==> src/rtl/watch_pkg.sv <==
// Shared definitions for the watch counters.
//   sw_state_t    : stopwatch state encoding
//   *_MAX_TENS/ONES : BCD wrap limits (59 and 99) used by the BCD digit counters
//   sw_is_running / sw_is_split : output decode for a given stopwatch state
package watch_pkg;

  typedef enum logic [1:0] {
    SW_IDLE  = 2'b00,
    SW_RUN   = 2'b01,
    SW_SPLIT = 2'b10,
    SW_STOP  = 2'b11
  } sw_state_t;

  localparam logic [3:0] MAX59_TENS = 4'd5;
  localparam logic [3:0] MAX59_ONES = 4'd9;
  localparam logic [3:0] MAX99_TENS = 4'd9;
  localparam logic [3:0] MAX99_ONES = 4'd9;

  function automatic logic sw_is_running(input sw_state_t st);
    return (st == SW_RUN) || (st == SW_SPLIT);
  endfunction

  function automatic logic sw_is_split(input sw_state_t st);
    return (st == SW_IDLE) || (st == SW_SPLIT);
  endfunction

endpackage

==> src/rtl/stopwatch_unit_bcd_mod_counter.sv <==
// Two-digit BCD modulo counter, wraps MAX -> 00.
// Ports:
//   clk, rst   clock, async active-low reset
//   clr        synchronous clear to 00 (priority over inc)
//   inc        advance by one
//   bcd[7:0]   {tens, ones}
//   carry      high in the cycle inc is applied at MAX (wrap to 00)
module bcd_mod_counter #(
  parameter logic [3:0] MAX_TENS = 4'd5,
  parameter logic [3:0] MAX_ONES = 4'd9
) (
  input  logic       clk,
  input  logic       rst,
  input  logic       clr,
  input  logic       inc,
  output logic [7:0] bcd,
  output logic       carry
);

  logic [3:0] tens;
  logic [3:0] ones;
  logic       at_max;

  assign at_max = (tens == MAX_TENS) && (ones == MAX_ONES);
  assign carry  = inc && at_max;
  assign bcd    = {tens, ones};

  always_ff @(posedge clk or negedge rst) begin
    if (!rst) begin
      tens <= 4'd0;
      ones <= 4'd0;
    end else if (clr) begin
      tens <= 4'd0;
      ones <= 4'd0;
    end else if (inc) begin
      if (at_max) begin
        tens <= 4'd0;
        ones <= 4'd0;
      end else if (ones == 4'd9) begin
        ones <= 4'd0;
        tens <= tens + 4'd1;
      end else begin
        ones <= ones + 4'd1;
      end
    end
  end

endmodule

==> src/rtl/stopwatch_unit.sv <==
// Stopwatch control and datapath: BCD MM:SS.CC live counter with start/stop,
// split (frozen display) and clear.
// Ports:
//   clk, rst           clock, async active-low reset
//   stopwatch_mode_en  buttons are honoured only while high; counting is unaffected
//   mode, set          single-cycle button pulses; set has priority when both arrive
//   sw_min/sec/cs      displayed BCD time (frozen while in SPLIT)
//   running            live counter is advancing (RUN, SPLIT)
//   split_mode         high in IDLE and SPLIT, lets the mode FSM leave on a mode press
//   overflow           sticky, set when the live count wraps 59:59.99 -> 00:00.00
//
// state | meaning
// IDLE  | cleared, not counting
// RUN   | counting, display tracks live count
// SPLIT | counting, display frozen at the value latched on entry
// STOP  | paused, count and prescaler hold
module stopwatch_unit
  import watch_pkg::*;
#(
  parameter int CS_DIV = 100000,
  parameter int PS_W   = 17
) (
  input  logic       clk,
  input  logic       rst,
  input  logic       stopwatch_mode_en,
  input  logic       mode,
  input  logic       set,
  output logic [7:0] sw_min,
  output logic [7:0] sw_sec,
  output logic [7:0] sw_cs,
  output logic       running,
  output logic       split_mode,
  output logic       overflow
);

  sw_state_t       state;
  sw_state_t       state_nxt;
  logic            set_ev;
  logic            mode_ev;
  logic            clr;
  logic            latch_en;
  logic [PS_W-1:0] ps_q;
  logic            tick;
  logic            cs_inc;
  logic            sec_inc;
  logic            min_inc;
  logic            cs_carry;
  logic            sec_carry;
  logic            min_carry;
  logic [7:0]      cs_bcd;
  logic [7:0]      sec_bcd;
  logic [7:0]      min_bcd;
  logic [23:0]     split_q;

  assign set_ev  = set && stopwatch_mode_en;
  assign mode_ev = mode && stopwatch_mode_en && !set_ev;

  always_comb begin
    state_nxt = state;
    unique case (state)
      SW_IDLE:  if (set_ev) state_nxt = SW_RUN;
      SW_RUN: begin
        if (set_ev)       state_nxt = SW_STOP;
        else if (mode_ev) state_nxt = SW_SPLIT;
      end
      SW_SPLIT: if (set_ev) state_nxt = SW_RUN;
      SW_STOP: begin
        if (set_ev)       state_nxt = SW_RUN;
        else if (mode_ev) state_nxt = SW_IDLE;
      end
      default:  state_nxt = SW_IDLE;
    endcase
  end

  // running/split_mode are registered alongside the state so the mode press
  // that enters SPLIT cannot also be seen as an exit request.
  always_ff @(posedge clk or negedge rst) begin
    if (!rst) begin
      state      <= SW_IDLE;
      running    <= 1'b0;
      split_mode <= 1'b1;
    end else begin
      state      <= state_nxt;
      running    <= sw_is_running(state_nxt);
      split_mode <= sw_is_split(state_nxt);
    end
  end

  assign clr      = (state == SW_STOP) && mode_ev;
  assign latch_en = (state == SW_RUN) && mode_ev;

  // Prescaler advances on registered running, so the edge that enters RUN
  // does not count and the first tick lands CS_DIV cycles later.
  assign tick = running && (ps_q == PS_W'(CS_DIV - 1));

  always_ff @(posedge clk or negedge rst) begin
    if (!rst) begin
      ps_q <= '0;
    end else if (clr) begin
      ps_q <= '0;
    end else if (running) begin
      ps_q <= tick ? '0 : ps_q + 1'b1;
    end
  end

  assign cs_inc  = tick;
  assign sec_inc = cs_carry;
  assign min_inc = sec_carry;

  bcd_mod_counter #(.MAX_TENS(MAX99_TENS), .MAX_ONES(MAX99_ONES)) u_cs (
    .clk   (clk),
    .rst   (rst),
    .clr   (clr),
    .inc   (cs_inc),
    .bcd   (cs_bcd),
    .carry (cs_carry)
  );

  bcd_mod_counter #(.MAX_TENS(MAX59_TENS), .MAX_ONES(MAX59_ONES)) u_sec (
    .clk   (clk),
    .rst   (rst),
    .clr   (clr),
    .inc   (sec_inc),
    .bcd   (sec_bcd),
    .carry (sec_carry)
  );

  bcd_mod_counter #(.MAX_TENS(MAX59_TENS), .MAX_ONES(MAX59_ONES)) u_min (
    .clk   (clk),
    .rst   (rst),
    .clr   (clr),
    .inc   (min_inc),
    .bcd   (min_bcd),
    .carry (min_carry)
  );

  always_ff @(posedge clk or negedge rst) begin
    if (!rst) begin
      overflow <= 1'b0;
    end else if (clr) begin
      overflow <= 1'b0;
    end else if (min_carry) begin
      overflow <= 1'b1;
    end
  end

  // Split captures the value being displayed at the moment of the press.
  always_ff @(posedge clk or negedge rst) begin
    if (!rst) begin
      split_q <= '0;
    end else if (latch_en) begin
      split_q <= {min_bcd, sec_bcd, cs_bcd};
    end
  end

  assign sw_min = (state == SW_SPLIT) ? split_q[23:16] : min_bcd;
  assign sw_sec = (state == SW_SPLIT) ? split_q[15:8]  : sec_bcd;
  assign sw_cs  = (state == SW_SPLIT) ? split_q[7:0]   : cs_bcd;

endmodule

==> config.mk <==
export PLATFORM = sky130hd
export DESIGN_NAME = stopwatch_unit
export DESIGN_NICKNAME = d
export VERILOG_FILES = /design/src/rtl/watch_pkg.sv /design/src/rtl/stopwatch_unit_bcd_mod_counter.sv /design/src/rtl/stopwatch_unit.sv
export SDC_FILE = /design/constraint.sdc
export NUM_CORES = 1
export LEC_CHECK = 0
export CAP_MARGIN = 10
export CORE_UTILIZATION = 42
export CTS_CLUSTER_DIAMETER = 120
export DETAILED_ROUTE_END_ITERATION = 16
export PLACE_DENSITY_LB_ADDON = 0.08
export SYNTH_ARGS = -nofsm -noshare
export SYNTH_HDL_FRONTEND = slang
export SYNTH_SLANG_ARGS = --single-unit
==> constraint.sdc <==
create_clock -name clk -period 5.45 [get_ports clk]
set_input_delay 0.8175 -clock clk [delete_from_list [all_inputs] [get_ports clk]]
set_output_delay 0.8175 -clock clk [all_outputs]
set_load 0.02 [all_outputs]
# [Word-level counts from Yosys, hierarchy flattened]
# Index checks and enable logic that the tools add are counted.
# W data, S select, Z words.
[totals] latch_bits=0 rom_bits=0 regBits=70 in_bits=5 n_memories=0 mem_bits_rw=0 output_inout_bits=27
[op_classes] order_cmp=0 n_div=0 shift=0 n_eq_ne=12 n_addsub=7 multipliers=0 n_reduce_logical=29 bitwise=0 muxes=38
[op_table] operator="$mux W4" count=24
[op_table] operator="$mux W17" count=3
[op_table] operator="$add A4 B1 Y4 const B" count=6
[op_table] operator="$mux W8" count=3
[op_table] operator="$add A17 B1 Y17 const B" count=1
[op_table] operator="$eq A17 B17 Y1 const B" count=1
[op_table] operator="$eq A4 B4 Y1 const B" count=4
[op_table] operator="$logic_and A1 B1 Y1" count=12
[op_table] operator="$mux W2" count=5
[op_table] operator="$reduce_bool A2 Y1" count=5
[op_table] operator="$reduce_bool A3 Y1" count=3
[op_table] operator="$eq A4 B3 Y1 const B" count=2
[op_table] operator="$eq A2 B2 Y1 const B" count=3
[op_table] operator="$pmux W2 S3" count=1
[op_table] operator="$reduce_and A2 Y1" count=3
[op_table] operator="$eq A2 B1 Y1 const B" count=2
[op_table] operator="$logic_not A2 Y1" count=2
[op_table] operator="$logic_or A1 B1 Y1" count=2
[op_table] operator="$mux W1" count=2
[op_table] operator="$reduce_or A2 Y1" count=1
[op_table] operator="$logic_not A1 Y1" count=1

# [Depth between registers and ports, before layout]
[depth] word_depth=8 mapped_depth=8

# [Cells and area by module]
# Synthesis repeated with hierarchy kept, for this count alone.
[hier_totals] hier_cells=348 area_unflattened_um2=3781.1
[modules_own_cells] mod="stopwatch_unit" area_each_um2=2347.3 n_inst=1 cells_each=205 seq_area_each_um2=1152.4
[modules_own_cells] mod="bcd_mod_counter (u_min ...)" area_each_um2=470.5 n_inst=2 cells_each=46 seq_area_each_um2=200.2
[modules_own_cells] mod="bcd_mod_counter (u_cs)" area_each_um2=493.0 n_inst=1 cells_each=51 seq_area_each_um2=200.2

# [Worst setup path before layout]
# Ideal clock, no wire load.
[synth_path] path_kind="reg-to-output" from="reg state[0]" to="out sw_cs[7]" slack_ns=3.282 t_arrival_ns=1.351 stages_incl_launch_ff=4 required_time_ns=4.633 path_buffers=1 cell_sequence="dfrtp_1 nor2b_1 buf_1 mux2_2"
[synth_between] elab_chain_len=2
[synth_lines] element="start: declaration" line="stopwatch_unit.sv:36" source="sw_state_t state;"
[synth_lines] element="start signal: assignment" line="stopwatch_unit.sv:83" source="state <= state_nxt;"
[synth_lines] element="$eq A2 B2 Y1" line="stopwatch_unit.sv:158" source="assign sw_cs = (state == SW_SPLIT) ? split_q[7:0] : cs_bcd;"
[synth_lines] element="$mux W8" line="stopwatch_unit.sv:158"
[synth_lines] element="end: declaration" line="stopwatch_unit.sv:30" source="output logic [7:0] sw_cs,"
# No other way between the ends.

# [Worst setup path in the final report]
[layout_path] from="reg state[0]" to="out sw_sec[6]"
[layout_between] elab_chain_len=2
[layout_lines] element="$eq A2 B2 Y1" line="stopwatch_unit.sv:157" source="assign sw_sec = (state == SW_SPLIT) ? split_q[15:8] : sec_bcd;"
[layout_lines] element="$mux W8" line="stopwatch_unit.sv:157"
[layout_lines] element="end: declaration" line="stopwatch_unit.sv:29" source="output logic [7:0] sw_sec,"
# No other way between the ends.

==> results summary <==
The run finished with clean final reports. The most used routing layer is met2. On the final layout, the worst hold slack is 0.483 ns. Summed over all nets, the half-perimeter wirelength after detailed placement is 4710 um. Cells with a size suffix above 1 make up 17.2% of the layout. The worst hold path begins at split_q[21].

Data on the critical path is required at its endpoint by roughly 4.6 ns. After synthesis, the cell types taking the most area are sky130_fd_sc_hd__dfrtp_1 (47%), sky130_fd_sc_hd__mux2_2 (11%), sky130_fd_sc_hd__ha_1 (4.4%). Of all nets on the critical path, the largest fanout is 30. The slew at the pin closest to its max-slew limit is between 0.8 and 0.9 ns. The tree is rooted in a sky130_fd_sc_hd__clkbuf_8. The worst setup path is captured at a primary output. In the final design database the tool counted 410 nets.

The initial utilization of the core area, before any placement, comes to 44.0%. After global routing the overflow that remains totals 0. The diode insertion count for antenna repair came out at 0. Summing all placed instances gives a cell area of 0.00407 mm2. The wire length reported by the detailed router came out at ~7300 um. At the later pin of the worst-skew pair, clock insertion delay measures 0.34 ns. CTS saw 70 sinks. The cell count of the worst reg-to-reg path is 6. The static leakage came out at 1.82 nW. For flop-to-flop paths, the worst setup slack is between 2 and 3 ns. The synthesis warning total came out at 0. The met3 usage is 3.67%. TritonCTS built the clock tree. The final critical-path required period is 3.00 ns. In this run the critical register-to-register path is captured at u_min.tens[1]. The largest clock skew in the final design came out at 0.00855 ns. The peak supply drop came out at 0.183 mV. From synthesis to final layout, the design area changed by 16.1%. The maximum clock frequency is between 0.3 and 0.4 GHz. The global-route wire length before repair is 12,200 um.

The die covers 0.00911 mm2. For this run, the leading register cell type out of synthesis is sky130_fd_sc_hd__dfrtp_1. Setup repair after global routing left no endpoint under its margin. Across the run, the number of max-cap violations was 0.

Buffers inserted during clock tree synthesis total 9. The number of routed nets with antenna violations came out at 0. Sorting the synthesized cells by how often they occur yields sky130_fd_sc_hd__dfrtp_1 (69), sky130_fd_sc_hd__mux2_2 (36), sky130_fd_sc_hd__nand2_1 (33). The completed layout was analyzed and its total power is 2.02 mW. Tracing the worst setup path back leads to its startpoint at state[0]. sky130_fd_sc_hd__dfrtp_1 is the most common cell in the netlist.

The initial antenna violation count came to 0. The final instance count without filler cells is roughly 500. The critical path contains buffers and inverters numbering 2 combined.

The aggregate global-route resource usage is 17.6%. Counting flops with a built-in enable in the synthesized netlist gives 0. Entering global routing, the biggest net connects 71 pins.

The async set-or-reset flop fraction in the synthesized netlist came out at 100%. For hold timing, the worst endpoint is split_q[21]. The core footprint came out at 0.00834 mm2. The site row count came out at 33. Data on the critical path arrives at its endpoint at around 2.2 ns. The startpoint of the worst register-to-register path is ps_q[0]. The cell depth of the worst hold path is 2. The detailed-route wire length per cell came out at 14.7 um. For this block, the initial DRC count from the detailed router was 82.

The worst max-slew margin expressed relative to the limit is 40.2%. The number of buffers on the longest clock path is 2. After synthesis the netlist holds a flip-flop and latch count of 70.

In this run the count of I/O pins placed on the die edge is 32. The first TritonRoute pass finished after 4 iterations. The average cell area after synthesis came out at 10.2 um2. For this run, the slowest stage of the critical path takes 0.53 ns.

Sequential elements use roughly 48% of the synthesized area. At the end of routability-driven placement, the weighted congestion stood at 0.752. The critical path is of the flop to primary output type.

The count of different cell masters after synthesis came out at 47. The number of DRC violations after detailed routing came out at 0. In this run, post-CTS hold repair placed 0 buffers. The met1 track utilization from global routing came out at 23.7%. The average vias per placed instance is 5.54.

Counting every instance in the synthesized netlist gives 360. The net count after synthesis came out at around 380. The finished cells cover 0.00426 mm2. The routing usage on met2 came out at 27.5%.

The count of placed standard cells including taps is 486. The die is 95.4 um wide. After layout, the worst path uses 55.0% of the clock period.

After clock tree synthesis, the setup repair step added 0 buffers. The detailed-route via count is ~2,800. Of the post-synthesis cell area, the dominant cell type holds 47.1%. The critical path goes through nor2b_2 -> buf_4 -> mux2_2 -> clkdlybuf4s50_1. The kind of cell with the highest combined delay along the critical path is buffers and inverters. The number of gates resized after CTS was 0.

The maximum level of the CTS H-tree is 3. The quantity of I/O buffers inserted on ports came out at 31. The power per unit of standard cell area came out at 476 mW/mm2.

The number of global-route vias before repair came out at 2,564. The biggest area contributor in the post-synthesis netlist is sky130_fd_sc_hd__dfrtp_1. Among all stages on the critical path, the largest delay is contributed by sky130_fd_sc_hd__clkdlybuf4s50_1. The height of the chip came out at 95.4 um.

The number of pins with negative max-slew slack in the final report came out at 0. The worst setup path is launched from a flop. The worst hold path belongs to the class flop to flop. The final number of hold-violating endpoints is 0. The setup total negative slack is 0 ns. The clock edge transition at the registers on the reported setup and hold paths is approximately 0.070 ns. The setup violation total in the final timing report is 0. The post-synthesis instance area is 0.00367 mm2.
-- worst max path at each step --
stage | end | slack (ns) | cells after the start
2_1_floorplan | sw_cs[7] | 3.28 | 3
3_3_place_gp | ps_q[7] | 2.75 | 6
3_5_place_dp | ps_q[4] | 2.68 | 6
4_1_cts | sw_sec[6] | 2.42 | 4
5_1_grt | sw_cs[7] | 2.32 | 4
6_report | sw_sec[6] | 2.45 | 4
-- worst register-to-register path: stages (launching register included) --
cell and delay [ns]:
sky130_fd_sc_hd__dfrtp_1 0.39, sky130_fd_sc_hd__ha_1 0.22, sky130_fd_sc_hd__nand4_1 0.15, sky130_fd_sc_hd__nor3_1 0.45, sky130_fd_sc_hd__nand4_1 0.56, sky130_fd_sc_hd__or4_1 0.67
sky130_fd_sc_hd__a21oi_1 0.15
-- registers in the layout (all words and copies together), names as in the netlist --
register	cells
overflow	1
ps_q	17
running	1
split_mode	1
split_q	24
state	2
u_cs.ones	4
u_cs.tens	4
u_min.ones	4
u_min.tens	4
u_sec.ones	4
u_sec.tens	4
-- layout make-up --
cell class,count,area [um2]
clock buffers,11,141
clock inverters,4,47.5
fillers,770,4080
inverters,14,52.6
multi-input cells,262,1800
flip-flops and latches,70,1750
well taps,105,131
repair buffers,35,335
-- layer usage --
metal | vias up | routed length [um]
met5 | - | 0
met4 | 0 | 108
met3 | 8 | 212
met2 | 48 | 3370
met1 | 1362 | 3660
li1 | 1360 | -
-- report_power, final --
group	total [mW]	leakage (nW)	internal, mW	switching (mW)
clock	0.413	0.0952	0.220	0.193
sequential	0.890	0.881	0.707	0.182
combinational	0.722	0.839	0.371	0.352
total	2.02	1.82	1.30	0.727
-- cell usage in the layout (no fill, tap or decap), types with 10 or more instances in the layout --
cell                              netlist  layout
sky130_fd_sc_hd__mux2_2                36      36
sky130_fd_sc_hd__clkdlybuf4s50_1        0      30
sky130_fd_sc_hd__clkbuf_8               1      10
sky130_fd_sc_hd__inv_1                 14      14
sky130_fd_sc_hd__dfrtp_1               69      69
sky130_fd_sc_hd__a21oi_1               25      25
sky130_fd_sc_hd__or4_1                 12      12
sky130_fd_sc_hd__nor2_1                23      23
sky130_fd_sc_hd__o21ai_0               29      29
sky130_fd_sc_hd__nand2_1               33      33
sky130_fd_sc_hd__nand3_1               17      17
sky130_fd_sc_hd__nand4_1               11      11
sky130_fd_sc_hd__ha_1                  13      13
-- cells by family (layout without fill, tap and decap cells) --
| group | Yosys count | in the layout | synth area share, % |
|---|---|---|---|
| compound gates | 67 | 67 | 10.0 |
| xor+xnor | 12 | 12 | 2.87 |
| fa+ha+maj | 13 | 13 | 4.44 |
| buf+inv | 28 | 64 | 3.28 |
| flops | 70 | 70 | 47.8 |
| mux | 37 | 37 | 11.3 |
| simple gates | 133 | 133 | 20.3 |
-- stage by stage --
stage,worst slack [ns],util [%]
floorplan,3.28,-
global placement,2.75,48.8
detailed placement,2.68,48.8
CTS,2.42,51.0
global route,2.32,51.0
finish,2.45,51.0
Power figures use the tool's default switching activity.
